<file path="src/rtl/perceptron3_backprop.sv">
// perceptron3_backprop: one Q8.24 training step for a 3-input sigmoid perceptron, sequenced over a
// single shared multiplier. Defining PERCEPTRON_BP_ERR_EN adds err_a/b/c and the BP_A..BP_C states.
module perceptron3_backprop #(
  parameter int DWIDTH = 32,
  parameter int FRAC   = 24
) (
  input  logic              clk,
  input  logic              rst,
  input  logic              in_valid,
  output logic              in_ready,
  input  logic [DWIDTH-1:0] A,
  input  logic [DWIDTH-1:0] B,
  input  logic [DWIDTH-1:0] C,
  input  logic [DWIDTH-1:0] wa,
  input  logic [DWIDTH-1:0] wb,
  input  logic [DWIDTH-1:0] wc,
  input  logic [DWIDTH-1:0] bias,
  input  logic [DWIDTH-1:0] y,
  input  logic [DWIDTH-1:0] err,
  input  logic [DWIDTH-1:0] lrate,
  output logic              out_valid,
  input  logic              out_ready,
  output logic [DWIDTH-1:0] wa_n,
  output logic [DWIDTH-1:0] wb_n,
  output logic [DWIDTH-1:0] wc_n,
  output logic [DWIDTH-1:0] bias_n,
`ifdef PERCEPTRON_BP_ERR_EN
  output logic [DWIDTH-1:0] err_a,
  output logic [DWIDTH-1:0] err_b,
  output logic [DWIDTH-1:0] err_c,
`endif
  output logic [3:0]        state_dbg
);

  // Handshake: a transfer happens on a rising edge where valid && ready are both high. in_ready is
  // high only in IDLE; out_valid is high only in DONE and holds results stable until out_ready.
  typedef enum logic [3:0] {
    IDLE, DERIV, DELTA, SCALE, UPD_A, UPD_B, UPD_C,
`ifdef PERCEPTRON_BP_ERR_EN
    BP_A, BP_B, BP_C,
`endif
    DONE
  } state_t;

  localparam logic [DWIDTH-1:0] ONE  = DWIDTH'(1) << FRAC;
  localparam logic [DWIDTH-1:0] SMAX = {1'b0, {(DWIDTH-1){1'b1}}};
  localparam logic [DWIDTH-1:0] SMIN = {1'b1, {(DWIDTH-1){1'b0}}};

  function automatic logic [DWIDTH-1:0] fx_mul(input logic [DWIDTH-1:0] p,
                                               input logic [DWIDTH-1:0] q);
    logic signed [2*DWIDTH-1:0] prod;
    logic signed [2*DWIDTH-1:0] shf;
    prod = $signed({{DWIDTH{p[DWIDTH-1]}}, p}) * $signed({{DWIDTH{q[DWIDTH-1]}}, q});
    shf  = prod >>> FRAC;
    // In range only when every bit above the result sign matches it.
    if (&shf[2*DWIDTH-1:DWIDTH-1] || ~|shf[2*DWIDTH-1:DWIDTH-1]) fx_mul = shf[DWIDTH-1:0];
    else fx_mul = shf[2*DWIDTH-1] ? SMIN : SMAX;
  endfunction

  function automatic logic [DWIDTH-1:0] fx_sub(input logic [DWIDTH-1:0] p,
                                               input logic [DWIDTH-1:0] q);
    logic [DWIDTH:0] diff;
    diff = {p[DWIDTH-1], p} - {q[DWIDTH-1], q};
    if (diff[DWIDTH] == diff[DWIDTH-1]) fx_sub = diff[DWIDTH-1:0];
    else fx_sub = diff[DWIDTH] ? SMIN : SMAX;
  endfunction

  state_t state, state_nx;
  logic [DWIDTH-1:0] ra, rb, rc, rwa, rwb, rwc, rbias, ry, rerr, rlr;
  logic [DWIDTH-1:0] s_r, d_r, l_r;
  logic [DWIDTH-1:0] mul_a, mul_b, mul_out;

  assign state_dbg = state;
  assign mul_out   = fx_mul(mul_a, mul_b);

  always_ff @(posedge clk or negedge rst) begin
    if (!rst) state <= IDLE;
    else      state <= state_nx;
  end

  always_comb begin
    state_nx = state;
    case (state)
      IDLE:  if (in_valid) state_nx = DERIV;
      DERIV: state_nx = DELTA;
      DELTA: state_nx = SCALE;
      SCALE: state_nx = UPD_A;
      UPD_A: state_nx = UPD_B;
      UPD_B: state_nx = UPD_C;
`ifdef PERCEPTRON_BP_ERR_EN
      UPD_C: state_nx = BP_A;
      BP_A:  state_nx = BP_B;
      BP_B:  state_nx = BP_C;
      BP_C:  state_nx = DONE;
`else
      UPD_C: state_nx = DONE;
`endif
      DONE:  if (out_ready) state_nx = IDLE;
      default: state_nx = IDLE;
    endcase
  end

  // Operand steering for the one shared multiplier.
  always_comb begin
    in_ready  = (state == IDLE);
    out_valid = (state == DONE);
    mul_a     = '0;
    mul_b     = '0;
    case (state)
      DERIV: begin mul_a = ry;    mul_b = fx_sub(ONE, ry); end
      DELTA: begin mul_a = rerr;  mul_b = s_r;             end
      SCALE: begin mul_a = rlr;   mul_b = d_r;             end
      UPD_A: begin mul_a = l_r;   mul_b = ra;              end
      UPD_B: begin mul_a = l_r;   mul_b = rb;              end
      UPD_C: begin mul_a = l_r;   mul_b = rc;              end
`ifdef PERCEPTRON_BP_ERR_EN
      BP_A:  begin mul_a = d_r;   mul_b = rwa;             end
      BP_B:  begin mul_a = d_r;   mul_b = rwb;             end
      BP_C:  begin mul_a = d_r;   mul_b = rwc;             end
`endif
      default: ;
    endcase
  end

  // Back-propagated errors read rwa/rwb/rwc, the pre-update weights.
  always_ff @(posedge clk or negedge rst) begin
    if (!rst) begin
      ra <= '0; rb <= '0; rc <= '0; rwa <= '0; rwb <= '0; rwc <= '0;
      rbias <= '0; ry <= '0; rerr <= '0; rlr <= '0;
      s_r <= '0; d_r <= '0; l_r <= '0;
      wa_n <= '0; wb_n <= '0; wc_n <= '0; bias_n <= '0;
`ifdef PERCEPTRON_BP_ERR_EN
      err_a <= '0; err_b <= '0; err_c <= '0;
`endif
    end else begin
      if (in_valid && in_ready) begin
        ra <= A; rb <= B; rc <= C; rwa <= wa; rwb <= wb; rwc <= wc;
        rbias <= bias; ry <= y; rerr <= err; rlr <= lrate;
      end
      case (state)
        DERIV: s_r <= mul_out;
        DELTA: d_r <= mul_out;
        SCALE: l_r <= mul_out;
        UPD_A: begin
          wa_n   <= fx_sub(rwa, mul_out);
          bias_n <= fx_sub(rbias, l_r);
        end
        UPD_B: wb_n <= fx_sub(rwb, mul_out);
        UPD_C: wc_n <= fx_sub(rwc, mul_out);
`ifdef PERCEPTRON_BP_ERR_EN
        BP_A:  err_a <= mul_out;
        BP_B:  err_b <= mul_out;
        BP_C:  err_c <= mul_out;
`endif
        default: ;
      endcase
    end
  end

endmodule

</file>
<file path="config.mk">
export PLATFORM = sky130hd
export DESIGN_NAME = perceptron3_backprop
export DESIGN_NICKNAME = d
export VERILOG_FILES = /design/src/rtl/perceptron3_backprop.sv
export SDC_FILE = /design/constraint.sdc
export NUM_CORES = 2
export LEC_CHECK = 0
export BUFFER_PORTS_ARGS = -buffer_cell sky130_fd_sc_hd__buf_2
export CORE_AREA = 2 2 451 453
export DETAILED_ROUTE_END_ITERATION = 8
export DIE_AREA = 0 0 453 455
export GPL_ROUTABILITY_DRIVEN = 1
export GPL_TIMING_DRIVEN = 0
export PLACE_DENSITY = 0.48
export SLEW_MARGIN = 10
export SYNTH_ARGS = -nofsm -noshare
export SYNTH_HDL_FRONTEND = slang
export SYNTH_SLANG_ARGS = --single-unit
export TNS_END_PERCENT = 30
</file>
<file path="constraint.sdc">
create_clock -name clk -period 28.1 [get_ports clk]
set_input_delay 5.62 -clock clk [delete_from_list [all_inputs] [get_ports clk]]
set_output_delay 5.62 -clock clk [all_outputs]
set_load 0.005 [all_outputs]
</file>
==> impl_results.md <==
* Cells after DPL at 10003
* CTS sink cnt at 547
* Post-DP HPWL at 254000 um
* Via count at 54454
* Top cells by area, synth: fa_1, dfrtp_1, inv_1
* Slew headroom at 0.0307
* Slew Limit Fails at 0
* Clock root cell: clkbuf_16
* Core area at 201000 sq um
* Syn nets at 8557
* Warnings from Yosys at 0
* Area after DPL at 72700 sq um
* Worst path slowest cell: fa_1
* Die Y at 455 um
* WL/cell at 29.5 um
* Routed wire length at 300000 um
* Cells after synthesis at 6833
* Clock buffer depth at 3
* Util after Layout at 0.372
* NumNets Final at 9118
* Synth Flop Type: dfrtp_1
* Layout cells sized above 1 at 0.146
* Effective utilization at floorplan at 0.328
* Mapped Area at 66000 sq um
* Post-CTS sizing at 0
* Row cnt at 165
* Vias in the first global route at 56510
* CP arrival at 24090 ps
* Port Buffers at 456
* First-pass GRT wire length at 424000 um
* CP peak stage delay at 1080 ps
* Final setup fails at 0
* H-tree levels at 2
* Crit end category: flip-flop
* TritonCTS clock tree: yes
* Mapped Avg Cell Area at 9.66 sq um
* Die area at 206000 sq um
* Gr usage total at 0.290
* Synthesis-stage register bit count at 547
* EDFF count, synth at 0
* Ys async rst share at 1.00
* Largest fanout on the critical path at 10
* CTS Hold Bufs at 0
* Routability Congestion at 0.982
* 1st-pass router iterations at 8
* Antenna Violating Nets Remaining at 0
* Max Fclk at 42.5 MHz
* Gr ovfl total at 0
* Crit path time final at 23550 ps
* Post-CTS Setup Repair Bufs at 0
* Area leader, netlist: fa_1
* Netlist cell types at 95
* Worst skew pair latency at 660 ps
* Max_cap viols at 0
* Period utilisation layout at 0.838
* Status: finished, final reports clean
* Hold Crit Class: flip-flop to flip-flop
* Number of DRC markers in iteration 0 at 4745
* Ranking of synthesized cells by instance count: inv_1, fa_1, nand2_1, nor2_1, dfrtp_1
* CP Data Required Time at 28640 ps
* I/O Pins at 458
* Clock Pin Slew Worst Setup and Hold Paths at 60 ps
* Critical path class: flip-flop to flip-flop
* Crit start category: flip-flop
* RSZ-0062 raised after global routing: no
* Clock skew at 17.8 ps
* CTS Buf Count at 61
* Largest net degree at the start of global routing at 103
* Most frequent cell after synthesis: inv_1
* Setup tns final at 0 ps
* DRC Markers at 0
* Final cell count without fillers at 10161
* Worst slew pin tran at 1450 ps
* Post-route cell area at 74900 sq um
* Die extent in x at 453 um
* Final Hold Viols at 0
* Register area share after synthesis at 0.207
* Drt via density at 5.36
* Initial antenna violation count at 88
* Most frequent CP cell: fa_1
* Top cell type's share of synthesized area at 0.329
* Synth-to-layout area growth at 13.5%
## cell type report
type	count	area (sq um)
fill	20600	126000
multi-input combinational	4822	47100
sequential	547	13700
inverter	1104	4140
tap	2672	3340
timing repair buffer	498	2930
clock buffer	93	1790
buffer	360	1480
clock inverter	16	288
antenna	49	123
## cells in the final DEF, fill, tap and decap left out, drive strengths merged, types with 59 or more instances in the layout
cell type,synthesis,final
mux2,327,327
dfrtp,547,547
clkbuf,332,425
o21ai,181,181
xnor2,113,113
a21o,103,103
inv,1103,1104
nor2,628,628
ha,315,315
o31ai,73,73
a21oi,195,195
fa,1085,1085
nand2,823,823
xor2,71,71
nand3,59,59
buf,28,526
## per-stage QoR
| step | setup slack, ps | hold slack (ps) |
|---|---|---|
| detailed placement | 5050 | 469 |
| global placement | 4810 | 461 |
| floorplan | 11490 | 447 |
| CTS | 4950 | 484 |
| global route | 3510 | 502 |
| finish | 4550 | 481 |
## worst max-delay path, delay by kind of cell (launching register included)
kind | cells | cell delay [ps]
AO/OA/AOI/OAI | 21 | 8560
XOR/XNOR | 1 | 240
adder cells (fa/ha/maj) | 12 | 6230
buffers and inverters | 13 | 3760
flip-flops | 1 | 470
AND/OR/NAND/NOR | 14 | 4100
## kinds of logic after synthesis
group / after synthesis / synth area share
AND/OR/NAND/NOR: 1843 / 0.120
AO/OA/AOI/OAI: 1032 / 0.114
adder cells (fa/ha/maj): 1433 / 0.394
multiplexers: 329 / 0.0561
buffers and inverters: 1464 / 0.0850
XOR/XNOR: 184 / 0.0245
flip-flops: 547 / 0.207
other: 1 / 0.0000568
## per-layer routing
metal	vias to the layer above	wire [um]	share of wire	track usage
li1	23191	-	-	-
met1	28299	116000	0.39	0.358
met2	2282	140000	0.47	0.471
met3	638	21800	0.073	0.0527
met4	44	22200	0.074	0.183
met5	-	388	0.0013	0
## worst paths after layout
check                      startpoint       end  slack, ps  cells past startpoint
max in group asynchronous         rst   rlr[18]      21900                      3
hold / removal                s_r[22]   s_r[22]        480                      2
setup / recovery                ry[2]  wa_n[27]       4550                     61
hold reg to reg               s_r[22]   s_r[22]        480                      2
min in group asynchronous         rst  wc_n[26]       4880                      1
setup reg to reg                ry[2]  wa_n[27]       4550                     61
## state kept, by name (all words and copies together), names as in the netlist, 32 cells and up
| name | count |
|---|---|
| l_r | 32 |
| bias_n | 32 |
| rlr | 32 |
| wc_n | 32 |
| wa_n | 32 |
| rwc | 32 |
| rbias | 32 |
| rc | 32 |
| ra | 32 |
| rwa | 32 |
| rerr | 32 |
| s_r | 32 |
| d_r | 32 |
| rwb | 32 |
| rb | 32 |
| wb_n | 32 |
| ry | 32 |
Power is not shown: default switching activity piles up to over one toggle a cycle in this logic, so the estimate is an artifact.
